`src/rtl/mem_copy_dma.sv`:
```
// rtl/mem_copy_dma.sv - word-by-word memory copy engine with range and overlap checking
module mem_copy_dma #(
    parameter int MEM_DEPTH = 200,
    parameter int READ_LAT  = 1
) (
    input  logic        clk,
    input  logic        reset,
    input  logic        start,
    input  logic [31:0] src_addr,
    input  logic [31:0] dst_addr,
    input  logic [7:0]  length,
    output logic        busy,
    output logic        done,
    output logic        error,
    output logic [7:0]  words_copied,
    output logic [31:0] adress,
    output logic [31:0] data,
    output logic        memRead,
    output logic        memWrite,
    input  logic [31:0] memOut
);

    localparam int LAT_W = (READ_LAT > 1) ? $clog2(READ_LAT) : 1;

    typedef enum logic [2:0] {
        IDLE,
        CHECK,
        READ,
        WAIT,
        WRITE,
        DONE,
        ERROR
    } state_t;

    state_t      state_q, state_d;
    logic [31:0] src_q, dst_q, buf_q, adr_q, data_q;
    logic [7:0]  rem_q, wc_q;
    logic [LAT_W-1:0] wait_cnt;
    logic        last_wait;
    logic [32:0] src_end, dst_end, depth33;
    logic        range_err;

    // 33-bit sums so an address near 2^32 cannot wrap past the depth check
    always_comb begin
        depth33   = 33'(MEM_DEPTH);
        src_end   = {1'b0, src_q} + {25'b0, rem_q};
        dst_end   = {1'b0, dst_q} + {25'b0, rem_q};
        range_err = (src_end > depth33) || (dst_end > depth33) ||
                    ((src_q < dst_q) && ({1'b0, dst_q} < src_end));
        last_wait = (wait_cnt == LAT_W'(READ_LAT - 1));
    end

    always_comb begin
        state_d = state_q;
        case (state_q)
            IDLE:    if (start) state_d = CHECK;
            CHECK: begin
                if (range_err)        state_d = ERROR;
                else if (rem_q == 8'd0) state_d = DONE;
                else                  state_d = READ;
            end
            READ:    state_d = WAIT;
            WAIT:    if (last_wait) state_d = WRITE;
            WRITE:   state_d = (rem_q == 8'd1) ? DONE : READ;
            DONE:    state_d = IDLE;
            ERROR:   state_d = IDLE;
            default: state_d = IDLE;
        endcase
    end

    // Strobes decode straight from state so an async reset drops them at once
    always_comb begin
        busy         = (state_q == CHECK) || (state_q == READ) ||
                       (state_q == WAIT)  || (state_q == WRITE);
        done         = (state_q == DONE);
        error        = (state_q == ERROR);
        memRead      = (state_q == READ) || (state_q == WAIT);
        memWrite     = (state_q == WRITE);
        words_copied = wc_q;
        adress       = memRead ? src_q : (memWrite ? dst_q : adr_q);
        data         = memWrite ? buf_q : data_q;
    end

    always_ff @(posedge clk or negedge reset) begin
        if (!reset) begin
            state_q  <= IDLE;
            src_q    <= '0;
            dst_q    <= '0;
            rem_q    <= '0;
            wc_q     <= '0;
            buf_q    <= '0;
            adr_q    <= '0;
            data_q   <= '0;
            wait_cnt <= '0;
        end else begin
            state_q <= state_d;
            adr_q   <= adress;
            data_q  <= data;
            case (state_q)
                IDLE: begin
                    if (start) begin
                        src_q <= src_addr;
                        dst_q <= dst_addr;
                        rem_q <= length;
                        wc_q  <= '0;
                    end
                end
                READ: wait_cnt <= '0;
                WAIT: begin
                    if (last_wait) buf_q <= memOut;
                    else           wait_cnt <= wait_cnt + 1'b1;
                end
                WRITE: begin
                    src_q <= src_q + 32'd1;
                    dst_q <= dst_q + 32'd1;
                    wc_q  <= wc_q + 8'd1;
                    rem_q <= rem_q - 8'd1;
                end
                default: ;
            endcase
        end
    end

endmodule

```
`config.mk`:
```
export PLATFORM = sky130hd
export DESIGN_NAME = mem_copy_dma
export DESIGN_NICKNAME = d
export VERILOG_FILES = /design/src/rtl/mem_copy_dma.sv
export SDC_FILE = /design/constraint.sdc
export NUM_CORES = 1
export LEC_CHECK = 0
export CORE_ASPECT_RATIO = 0.6
export CORE_MARGIN = 10
export CORE_UTILIZATION = 47
export CTS_BUF_LIST = sky130_fd_sc_hd__clkbuf_16
export CTS_CLUSTER_SIZE = 28
export DETAILED_ROUTE_END_ITERATION = 8
export GPL_ROUTABILITY_DRIVEN = 0
export PLACE_DENSITY_LB_ADDON = 0.12
export SLEW_MARGIN = 40
export SYNTH_ARGS = -nofsm -noshare
export SYNTH_HDL_FRONTEND = slang
export SYNTH_SLANG_ARGS = --single-unit
export TNS_END_PERCENT = 5
```
`constraint.sdc`:
```
create_clock -name clk -period 10.5 [get_ports clk]
set_input_delay 1.05 -clock clk [delete_from_list [all_inputs] [get_ports clk]]
set_output_delay 1.05 -clock clk [all_outputs]
set_load 0.02 [all_outputs]
```
# --- Word-level counts from Yosys, hierarchy flattened ---
# Index checks and enable logic that the tools add are counted.
word_totals:
  ff_bits: 180
  inputBits: 107
  word_cells: 63
  out_inout_bits: 77
op_classes:
  bitwise_logic: 1
  magnitude_cmp: 4
  n_reduce_logical: 14
  n_eq_ne: 9
  n_mux: 19
  n_addsub: 7
ops:
  columns: ["op", "n"]
  rows:
  - ["$mux 32", 5]
  - ["$pmux 32 s2", 2]
  - ["$add 32x8->33", 2]
  - ["$gt 33x8->1 const B", 2]
  - ["$add 32x1->32 const B", 2]
  - ["$lt 32x33->1", 1]
  - ["$lt 32x32->1", 1]
  - ["$pmux 8 s2", 2]
  - ["$mux 8", 2]
  - ["$mux 3", 5]
  - ["$pmux 3 s5", 1]
  - ["$eq 3x3->1 const B", 3]
  - ["$add 8x1->8 const B", 1]
  - ["$eq 8x1->1 const B", 1]
  - ["$logic_not 8->1", 1]
  - ["$sub 8x1->8 const B", 1]
  - ["$eq 3x2->1 const B", 2]
  - ["$logic_or 1x1->1", 6]
  - ["$reduce_and 2->1", 3]
  - ["$ne 2x2->1 const B", 2]
  - ["$reduce_bool 2->1", 2]
  - ["$eq 3x1->1 const B", 1]
  - ["$logic_not 3->1", 1]
  - ["$pmux 1 s2", 1]
  - ["other kinds (4)", 4]

# --- Longest topological paths before layout ---
depth:
  depth_word: 6
  depth_mapped: 19
  mapped_depth_nobuf: 18

# --- Worst setup path before layout ---
# No wires, ideal clock.
synth_timing:
  path_type: "reg-to-reg"
  from: "register src_q[0]"
  to: "register state_q[2]"
  synth_period_minus_slack_ns: 4.032
  path_buffers: 0
  required_ns: 10.372
  setup_ns: 0.128
  stages_incl_launch_ff: 18
  t_arrival_ns: 3.904
  slack_ns: 6.468
  cell_sequence: "dfrtp_1 > ha_1 > fa_1 > a211oi_1 > o21ai_1 > o21ai_2 > nor2_1 > xnor2_1 > ha_1 > nand4_1 > or4_1 > o32a_1 > a21oi_1 > o21ai_0 > a31oi_1 > o21ai_0 > nor4_1 > o21ai_0"
synth_via:
  elab_chain_cells: 6
  elab_cells_between_ends: 9
  cone_classes: "add/sub (1); order compare (3); mux (2); reduce/logical (3)"
synth_lines:
  columns: ["element", "line_no", "source"]
  rows:
  - ["from (decl)", "36", "logic [31:0] src_q, dst_q, buf_q, adr_q, data_q;"]
  - ["from (signal assigned)", "102", "src_q <= src_addr;"]
  - ["from (signal assigned)", "114", "src_q <= src_q + 32'd1;"]
  - ["$add 32x8->33", "46", "src_end = {1'b0, src_q} + {25'b0, rem_q};"]
  - ["$gt 33x8->1 / $lt 32x33->1 (equally long branches)", "48, 49", null]
  - ["$logic_or 1x1->1 / $logic_and 1x1->1 (equally long branches)", "48, 49", null]
  - ["$logic_or 1x1->1 *", "48", "range_err = (src_end > depth33) || (dst_end > depth33) ||"]
  - ["$mux 3 *", "58", "if (range_err) state_d = ERROR;"]
  - ["$pmux 3 s5 *", "55", "case (state_q)"]
  - ["to (signal assigned)", "96", "state_q <= state_d;"]
  - ["to (decl)", "35", "state_t state_q, state_d;"]
# Mark *: on every way between the ends. The rest lies on a longest branch, timed or not.
# A chain may end at the register's enable or synchronous reset.

# --- Final worst setup path ---
layout_timing:
  from: "register state_q[1]"
  to: "output adress[19]"
layout_via:
  elab_chain_cells: 3
  elab_cells_between_ends: 6
  cone_classes: "eq/ne (3); mux (2); reduce/logical (1)"
layout_lines:
  columns: ["element", "line_no", "source"]
  rows:
  - ["$eq 3x3->1 / $eq 3x2->1 (equally long branches)", "78, 77", null]
  - ["$mux 32 / $logic_or 1x1->1 (equally long branches)", "80, 77", null]
  - ["$mux 32 *", "80", "adress = memRead ? src_q : (memWrite ? dst_q : adr_q);"]
  - ["to (decl)", "16", "output logic [31:0] adress,"]
# Marked as above.

==> impl_metrics.env <==
export IMPL_status="completed"
export IMPL_min_period_ns=5.180
export IMPL_grtUsageTotal_pct=27.49
export IMPL_row_count=45
export IMPL_drt_initial_drc_count=1744
export IMPL_io_pins=184
export IMPL_synth_async_reset_ratio_pct=100.0
export IMPL_yosysMostFrequentCell="nand2_1"
export IMPL_cts_setup_buffers=0
export IMPL_powerDensity_mw_per_mm2=379.9
export IMPL_worstPathRequired_ns=9.45
export IMPL_diodes=0
export IMPL_clk_latency_ns=0.46
export IMPL_rsz0062_at_grt="false"
export IMPL_synth_enable_flop_cells=0
export IMPL_io_buffers=183
export IMPL_wirelength_um=45460
export IMPL_clockBufferDepth=2
export IMPL_cts_buffers=17
export IMPL_nNetsFinal=1757
export IMPL_max_freq_mhz=193.0
export IMPL_drc=0
export IMPL_worst_pin_slew_ns=0.8931
export IMPL_crit_path_start_kind="flop"
export IMPL_drt_first_pass_iters=6
export IMPL_slew_viol_final=0
export IMPL_clock_sinks=179
export IMPL_yosysUniqueCellTypes=89
export IMPL_dieArea_mm2=0.03285
export IMPL_h_tree_depth=4
export IMPL_cp_max_fo=60
export IMPL_setup_violations_final=0
export IMPL_p_total_mw=5.598
export IMPL_clkTransAtPathRegs_ns=0.07
export IMPL_syn_nets=1619
export IMPL_dpl_hpwl_um=33940
export IMPL_ys_seq_area_share_pct=36.92
export IMPL_yosys_area_top_type_share_pct=36.92
export IMPL_finalHoldViolCount=0
export IMPL_via_per_inst=6.375
export IMPL_yosys_area_top_type="dfrtp_1"
export IMPL_synth_area_mm2=0.01213
export IMPL_netlist_instances=1427
export IMPL_vias=12160
export IMPL_die_w_um=227.4
export IMPL_die_height_um=144.4
export IMPL_ir_drop_uv=275.7
export IMPL_cts_resized=0
export IMPL_grt_pass1_wl_um=69110
export IMPL_post_drt_wl_per_cell_um=23.84
export IMPL_arrival_ns=4.13
export IMPL_grt_max_degree=116
export IMPL_min_path_type="flop to flop"
export IMPL_synthTopCellsByCount="nand2_1, dfrtp_1, nor2_1"
export IMPL_worstSetupPathType="flop to primary output"
export IMPL_synthTopCellsByArea="dfrtp_1, ha_1, nand2_1, nor2_1, o21ai_0"
export IMPL_period_share_pct=49.34
export IMPL_grt_overflow_total=0
export IMPL_cts_tree="yes"
export IMPL_n_fill_cell=2290
export IMPL_cap_violations=0
export IMPL_ys_seq_elements=179
export IMPL_grt_pass1_vias=11430
export IMPL_skew_ns=0.01012
export IMPL_ys_flop_type="dfrtp_1"
export IMPL_end_kind="primary output"
export IMPL_cts_hold_buf=0
export IMPL_drive_gt1_share_pct=7.731
export IMPL_initial_core_util_pct=47.88
export IMPL_hold_ws_ns=0.4717
export IMPL_cts_root_buf="clkbuf_16"
export IMPL_coreArea_mm2=0.02534
export IMPL_timing_max_slew_rel_slack_pct=39.91
export IMPL_cellLeakagePower_nw=6.135
export IMPL_avgSynthCellArea_um2=8.501
export IMPL_tns_ns=0
export IMPL_syn_to_final_growth_pct=21.46
export IMPL_antenna_found_initial=0
export IMPL_final_antenna_net_count=0
export IMPL_yosys_warnings=0
export IMPL_multi_input_area_mm2=0.007131
export IMPL_seq_area_mm2=0.004479
-- worst paths after layout --
path / slack [ns] / from / depth (start not counted) / end
max: 5.32 / state_q[1] / 7 / adress[19]
min: 0.47 / data_q[0] / 2 / data_q[0]
max reg2reg: 5.51 / src_q[3] / 16 / state_q[0]
min reg2reg: 0.47 / data_q[0] / 2 / data_q[0]
max in group asynchronous: 8.82 / reset / 2 / words_copied[4]
min in group asynchronous: 0.54 / reset / 1 / adr_q[14]
-- stage by stage --
step                instances  worst slack [ns]  utilization, %  instance area [um2]
finish                   1907             5.320           58.16                14740
detailed placement       1875             5.717           55.85                14150
global route             1907             5.021           58.16                14740
floorplan                1427             6.468               -                12130
CTS                      1907             5.400           58.16                14740
global placement         1875             5.841           55.73                14120
-- routing by layer --
metal | part of all wire, % | GRT usage (%)
met5 | 0 | 0
met3 | 14 | 10.72
met2 | 39 | 36.20
met4 | 1.2 | 5.552
met1 | 45 | 40.80
-- where the power goes --
group | switching (mW) | internal, mW
registers | 0.464 | 1.01
logic | 2.11 | 1.36
clock network | 0.313 | 0.337
total | 2.89 | 2.71
-- flip-flops by register name, summed over array words and instances, names as in the netlist --
name / flops
adr_q: 32
buf_q: 32
data_q: 32
dst_q: 32
rem_q: 8
src_q: 32
state_q: 3
words_copied: 8
-- worst max-delay path, cell delays in order (launching register included) --
cell and delay (ns):
dfrtp_1 0.48, nor2_1 0.61, nand2_4 0.54, inv_2 0.18
buf_4 0.55, nand2_1 0.11, a31oi_1 0.36, clkdlybuf4s50_1 0.69
-- placed cells by master (no fill, tap or decap), types with 32 or more instances in the layout --
cell             instances
clkdlybuf4s50_1        182
o21ai_0                 87
mux2_2                  35
ha_1                    83
nand3_1                 49
nand2_1                204
nor3_1                  38
o22ai_1                 33
a21oi_1                 77
nand4_1                 32
nor2_1                 163
dfrtp_1                179
inv_1                   45
-- final cells by class --
cell class / instances / area share, %
tap: 329 / 2.794
clock buffer: 17 / 2.887
multi-input combinational: 1124 / 48.39
clock inverter: 15 / 1.087
sequential: 179 / 30.40
timing repair buffer: 197 / 13.27
inverter: 46 / 1.172
-- cells by family after synthesis --
logic type | synth area share [%]
AOI/OAI and AO/OA | 19.79
xor gates and xnor gates | 2.455
adders and majority gates | 8.973
buffers and inverters | 4.631
DFF | 36.92
muxes | 3.909
and+or+nand+nor | 23.32
No activity file was read; power rests on OpenSTA's default activity.
